<file path="config.mk">
export PLATFORM = sky130hd
export DESIGN_NAME = mod14_compose_flat
export DESIGN_NICKNAME = d
export VERILOG_FILES = /design/src/rtl/mod14_compose_if.sv /design/src/rtl/mod14_compose.sv /design/src/flat_wrapper.sv
export SDC_FILE = /design/constraint.sdc
export NUM_CORES = 1
export LEC_CHECK = 0
export CORE_MARGIN = 8
export CORE_UTILIZATION = 54
export DETAILED_ROUTE_END_ITERATION = 8
export GPL_TIMING_DRIVEN = 0
export PLACE_DENSITY = 0.84
export SYNTH_ARGS = -nofsm -noshare
export SYNTH_HDL_FRONTEND = slang
export SYNTH_SLANG_ARGS = --single-unit
export TNS_END_PERCENT = 30
</file>
<file path="constraint.sdc">
create_clock -name clock -period 4.8 [get_ports clock]
set_input_delay 0.72 -clock clock [delete_from_list [all_inputs] [get_ports clock]]
set_output_delay 0.72 -clock clock [all_outputs]
set_load 0.03 [all_outputs]
</file>
<file path="src/rtl/mod14_compose_if.sv">
// ============================================================================
// Module      : mod14_compose_if
// Description : Valid/ready handshake bundle for the mod-14 value rebuilder.
// Revision    : 1.0 - initial release
// ============================================================================
`default_nettype none

interface mod14_compose_if #(
  parameter int WIDTH = 8,
  parameter int RES_W = 4
);
  logic             in_valid;
  logic             in_ready;
  logic [RES_W-1:0] residue;
  logic [WIDTH-1:0] quotient;
  logic             out_valid;
  logic             out_ready;
  logic [WIDTH-1:0] outputy;
  logic             err_residue;
  logic             overflow;

  // master: the producer/consumer environment around the block
  modport master (
    output in_valid, residue, quotient, out_ready,
    input  in_ready, out_valid, outputy, err_residue, overflow
  );

  // slave: the rebuilder itself
  modport slave (
    input  in_valid, residue, quotient, out_ready,
    output in_ready, out_valid, outputy, err_residue, overflow
  );
endinterface

`default_nettype wire

</file>
<file path="src/rtl/mod14_compose.sv">
// ============================================================================
// Module      : mod14_compose
// Description : Rebuilds value = quotient*MODULUS + residue by repeated
//               addition, one add per cycle. Optional build macro:
//               MOD14_COMPOSE_SATURATE_EN (clamp to all-ones on overflow).
// Revision    : 1.0 - initial release
// ============================================================================
`default_nettype none

module mod14_compose #(
  parameter int WIDTH   = 8,
  parameter int MODULUS = 14,
  parameter int RES_W   = 4
) (
  input  wire logic        clock,
  input  wire logic        reset,
  mod14_compose_if.slave   bus
);

  typedef enum logic [1:0] {
    ST_IDLE  = 2'd0,
    ST_ACCUM = 2'd1,
    ST_DONE  = 2'd2
  } state_t;

  localparam logic [WIDTH:0]   c_mod_ext = (WIDTH+1)'(MODULUS);
  localparam logic [RES_W:0]   c_mod_res = (RES_W+1)'(MODULUS);
  localparam logic [WIDTH-1:0] c_one     = WIDTH'(1);

  state_t           state_q, state_d;
  logic [WIDTH-1:0] acc_q, acc_d;
  logic [WIDTH-1:0] cnt_q, cnt_d;
  logic [WIDTH-1:0] outputy_q, outputy_d;
  logic             err_q, err_d;
  logic             ovf_q, ovf_d;
  logic             in_ready_q, in_ready_d;
  logic             out_valid_q, out_valid_d;

  logic [WIDTH:0]   sum_w;
  logic             res_bad_w;

  assign sum_w     = {1'b0, acc_q} + c_mod_ext;
  assign res_bad_w = ({1'b0, bus.residue} >= c_mod_res);

  always_comb begin
    state_d   = state_q;
    acc_d     = acc_q;
    cnt_d     = cnt_q;
    outputy_d = outputy_q;
    err_d     = err_q;
    ovf_d     = ovf_q;

    case (state_q)
      ST_IDLE: begin
        if (bus.in_valid) begin
          // An illegal residue runs through ACCUM with a zero count and zero
          // accumulator, so it finishes with the same latency as quotient=0.
          acc_d   = res_bad_w ? '0 : WIDTH'(bus.residue);
          cnt_d   = res_bad_w ? '0 : bus.quotient;
          err_d   = res_bad_w;
          ovf_d   = 1'b0;
          state_d = ST_ACCUM;
        end
      end
      ST_ACCUM: begin
        if (cnt_q != '0) begin
          cnt_d = cnt_q - c_one;
`ifdef MOD14_COMPOSE_SATURATE_EN
          if (ovf_q || sum_w[WIDTH]) begin
            acc_d = '1;
            ovf_d = 1'b1;
          end else begin
            acc_d = sum_w[WIDTH-1:0];
          end
`else
          acc_d = sum_w[WIDTH-1:0];
          if (sum_w[WIDTH]) begin
            ovf_d = 1'b1;
          end
`endif
        end else begin
          outputy_d = acc_q;
          state_d   = ST_DONE;
        end
      end
      ST_DONE: begin
        if (bus.out_ready) begin
          state_d = ST_IDLE;
        end
      end
      default: begin
        state_d = ST_IDLE;
      end
    endcase

    in_ready_d  = (state_d == ST_IDLE);
    out_valid_d = (state_d == ST_DONE);
  end

  always_ff @(posedge clock) begin
    if (reset) begin
      state_q     <= ST_IDLE;
      acc_q       <= '0;
      cnt_q       <= '0;
      outputy_q   <= '0;
      err_q       <= 1'b0;
      ovf_q       <= 1'b0;
      in_ready_q  <= 1'b1;
      out_valid_q <= 1'b0;
    end else begin
      state_q     <= state_d;
      acc_q       <= acc_d;
      cnt_q       <= cnt_d;
      outputy_q   <= outputy_d;
      err_q       <= err_d;
      ovf_q       <= ovf_d;
      in_ready_q  <= in_ready_d;
      out_valid_q <= out_valid_d;
    end
  end

  assign bus.in_ready    = in_ready_q;
  assign bus.out_valid   = out_valid_q;
  assign bus.outputy     = outputy_q;
  assign bus.err_residue = err_q;
  assign bus.overflow    = ovf_q;

endmodule

`default_nettype wire

</file>
<file path="src/flat_wrapper.sv">
// flat-port wrapper written by rule: the top's interface ports become plain ports
module mod14_compose_flat 
#(
  parameter int WIDTH   = 8,
  parameter int MODULUS = 14,
  parameter int RES_W   = 4
)
  (clock, reset, bus_in_valid, bus_residue, bus_quotient, bus_out_ready, bus_in_ready, bus_out_valid, bus_outputy, bus_err_residue, bus_overflow);
  mod14_compose_if #(.WIDTH(WIDTH), .RES_W(RES_W)) bus_i ();
  input  wire logic clock;
  input  wire logic reset;
  input wire logic [$bits(bus_i.in_valid)-1:0] bus_in_valid;
  input wire logic [$bits(bus_i.residue)-1:0] bus_residue;
  input wire logic [$bits(bus_i.quotient)-1:0] bus_quotient;
  input wire logic [$bits(bus_i.out_ready)-1:0] bus_out_ready;
  output wire logic [$bits(bus_i.in_ready)-1:0] bus_in_ready;
  output wire logic [$bits(bus_i.out_valid)-1:0] bus_out_valid;
  output wire logic [$bits(bus_i.outputy)-1:0] bus_outputy;
  output wire logic [$bits(bus_i.err_residue)-1:0] bus_err_residue;
  output wire logic [$bits(bus_i.overflow)-1:0] bus_overflow;
  assign bus_i.in_valid = bus_in_valid;
  assign bus_i.residue = bus_residue;
  assign bus_i.quotient = bus_quotient;
  assign bus_i.out_ready = bus_out_ready;
  assign bus_in_ready = bus_i.in_ready;
  assign bus_out_valid = bus_i.out_valid;
  assign bus_outputy = bus_i.outputy;
  assign bus_err_residue = bus_i.err_residue;
  assign bus_overflow = bus_i.overflow;
  mod14_compose #(.WIDTH(WIDTH), .MODULUS(MODULUS), .RES_W(RES_W)) u_core (.clock(clock), .reset(reset), .bus(bus_i));
endmodule
</file>
==> results by group <==
Logic synthesis
  – Ys flop type: dfxtp_1
  – Number of synthesized register bits: 30
  – Synth Cell Area: 1420 sq um
  – EDFF count, synth: 0
  – Warnings, synthesis: 0
  – Post-synth net total: 178
  – Seq/Total Area, Yosys: 0.424
  – Syn_area_per_cell: 8.92 sq um
  – Async SR Flop Fraction: 0
  – Distinct cells, synth: 45
  – Syn Inst Count: 159

Hold path
  – Hold Startpoint: u_core.bus.err_residue$_SDFFE_PP0P_
  – Class of the tightest hold or removal check: flop to flop

Final layout
  – Layout cells sized above 1: 0.0933
  – Diodes inserted: 0
  – Area grow syn2layout: 25.5%
  – Fin util: 0.718
  – Nets: 211

Clocking
  – CTS Hold Bufs: 0
  – Total CTS buffers: 5
  – Clk slew on worst S/H paths: 100 ps
  – Clk buf depth: 2
  – CTS tree: yes
  – H-tree lvl count: 2
  – Post-CTS Setup Bufs: 0
  – Worst-Skew Late Latency: 330 ps
  – Clock Sinks: 30
  – Root buffer cell: clkbuf_4
  – Post-cts resize count: 0

Timing
  – Max-slew headroom: 0.654
  – Final period util: 0.450
  – Hold Slack: 477 ps
  – Slew @ Worst Pin: 518 ps
  – Final hold viol count: 0
  – Final setup vio count: 0
  – Achievable Freq: 0.463 GHz
  – TNS Setup: 0 ps
  – Worst Skew: 8.41 ps
  – RSZ-0062 raised after global routing: no
  – Fin. max-slew vios: 0
  – Clock period minus worst slack: 2160 ps

Detailed routing
  – Routed length per instance: 15.6 um
  – Total number of vias: 1325
  – Post-DR vias/cell: 5.94
  – WL final: 3470 um
  – 1st-pass router iterations: 4
  – DRT iter0 DRCs: 83
  – DRC viols: 0
  – Post-route ant nets: 0

Worst setup path
  – Crit-path cells: clkdlybuf4s50_1 -> nor3b_4 -> nor3_2 -> or4b_1 -> a32o_1
  – Crit path kind: input port to flop
  – Crit Path Max Fanout: 7
  – Startpoint types: input port
  – WP data required: 5020 ps
  – Worst Path Arrival: 2390 ps
  – CP endpoint kind: flop
  – CP startpoint: bus_in_valid
  – Slowest cell on the critical path: or4b_1
  – Reg-to-reg startpoint: u_core.cnt_q[0]$_SDFFE_PP0P_
  – Slowest cell delay on critical path: 490 ps

Global route
  – GRT Overall Usage: 0.156
  – Number of global-route vias before repair: 1250
  – Largest net degree at the start of global routing: 11
  – First-pass GRT wire length: 5610 um
  – Initial antenna violation count: 0
  – Overflow after GRT: 0

Placed design
  – Buffers on Ports: 26
  – Placer Congestion: 0.868
  – Detail Placement HPWL: 2610 um

Job
  – Number of max-cap violations: 0

Die
  – Die X: 67.2 um
  – Die Span Y: 67.2 um
  – Initial core utilization: 0.572
  – Ports: 28
  – Row count: 18
  – Core ar.: 2480 sq um
  – Die footprint: 4520 sq um

Power and ir drop
  – Post-route total power: 770 uW
  – P_leak: 0.722 nW
  – Maximum vdd drop: 309 uV
  – Pwr dens: 432 nW/um^2

Outcome
  – Status: complete, no violations
[per-layer routing]
layer,GRT usage,routed length [um],up-vias,share of wire
met1,0.183,1490,626,0.43
met3,0.0546,247,6,0.071
met4,0.0496,28,0,0.0081
li1,-,-,646,-
met2,0.262,1700,47,0.49
met5,0,0,-,0
[Yosys cell counts, types with 2 or more instances]
cell / count / area share
nand2_1: 8 / 0.021
nand2b_1: 5 / 0.022
inv_1: 7 / 0.019
or3_1: 4 / 0.018
clkbuf_1: 3 / 0.0079
and3_1: 3 / 0.013
o2bb2ai_1: 5 / 0.031
ha_1: 3 / 0.026
nor2_1: 20 / 0.053
and2_1: 2 / 0.0088
a22o_1: 3 / 0.019
a32o_1: 2 / 0.014
dfxtp_1: 30 / 0.42
buf_2: 2 / 0.0071
nand3_1: 5 / 0.018
nor3_2: 2 / 0.014
a21oi_1: 15 / 0.053
mux2i_1: 8 / 0.056
o21ai_0: 6 / 0.021
[metrics by stage]
step,instance area [sq um],instances,setup WS [ps]
6_report,1780,223,2640
5_1_grt,1780,223,2570
4_1_cts,1780,223,2640
3_5_place_dp,1720,215,2310
3_3_place_gp,1720,215,2340
2_1_floorplan,1420,159,2940
[report_power, final]
part / internal, mW / switching (mW)
Clock: 0.0703 / 0.0894
Combinational: 0.123 / 0.161
Sequential: 0.284 / 0.0420
[state kept, by name, indices dropped and copies added, names as in the netlist]
name	count
u_core.bus.err_residue	1
u_core.bus.outputy	8
u_core.bus.in_ready	1
u_core.state_q	2
u_core.bus.overflow	1
u_core.cnt_q	8
u_core.bus.out_valid	1
u_core.acc_q	8
[layout make-up]
| class | count | area, sq um |
|---|---|---|
| Clock buffer | 6 | 51.3 |
| Multi-Input combinational cell | 115 | 754 |
| Clock inverter | 2 | 12.5 |
| Buffer | 6 | 32.5 |
| Tap cell | 30 | 37.5 |
| Inverter | 8 | 30.0 |
| Timing Repair Buffer | 26 | 260 |
| Fill cell | 197 | 698 |
| Sequential cell | 30 | 601 |
[cells in the final DEF, fill, tap and decap left out, types with 4 or more instances in the layout]
master           Yosys  final
a21oi_1             15     15
clkbuf_4             0      5
clkdlybuf4s50_1      0     26
dfxtp_1             30     30
inv_1                7      7
mux2i_1              8      8
nand2_1              8      8
nand2b_1             5      5
nand3_1              5      5
nor2_1              20     20
o21ai_0              6      6
o2bb2ai_1            5      5
or3_1                4      4
[worst paths after layout]
| check | to | slack [ps] | cells after the start |
|---|---|---|---|
| min | u_core.bus.err_residue$_SDFFE_PP0P_ | 480 | 2 |
| max reg2reg | u_core.cnt_q[6]$_SDFFE_PP0P_ | 2770 | 5 |
| max | u_core.cnt_q[6]$_SDFFE_PP0P_ | 2640 | 5 |
| min reg2reg | u_core.bus.err_residue$_SDFFE_PP0P_ | 480 | 2 |
[critical path: cells and delay by family]
family	cells	cell delay [ps]
and+or+nand+nor	3	920
buffers and inverters	1	480
AOI/OAI and AO/OA	1	260
[kinds of logic after synthesis]
| logic type | count (synthesis) | synth area share |
|---|---|---|
| xor+xnor | 1 | 0.00618 |
| flops | 30 | 0.424 |
| mux | 8 | 0.0565 |
| fa+ha+maj | 3 | 0.0265 |
| simple gates | 59 | 0.233 |
| compound gates | 44 | 0.210 |
| buf+inv | 14 | 0.0441 |
Power figures use the tool's default switching activity.
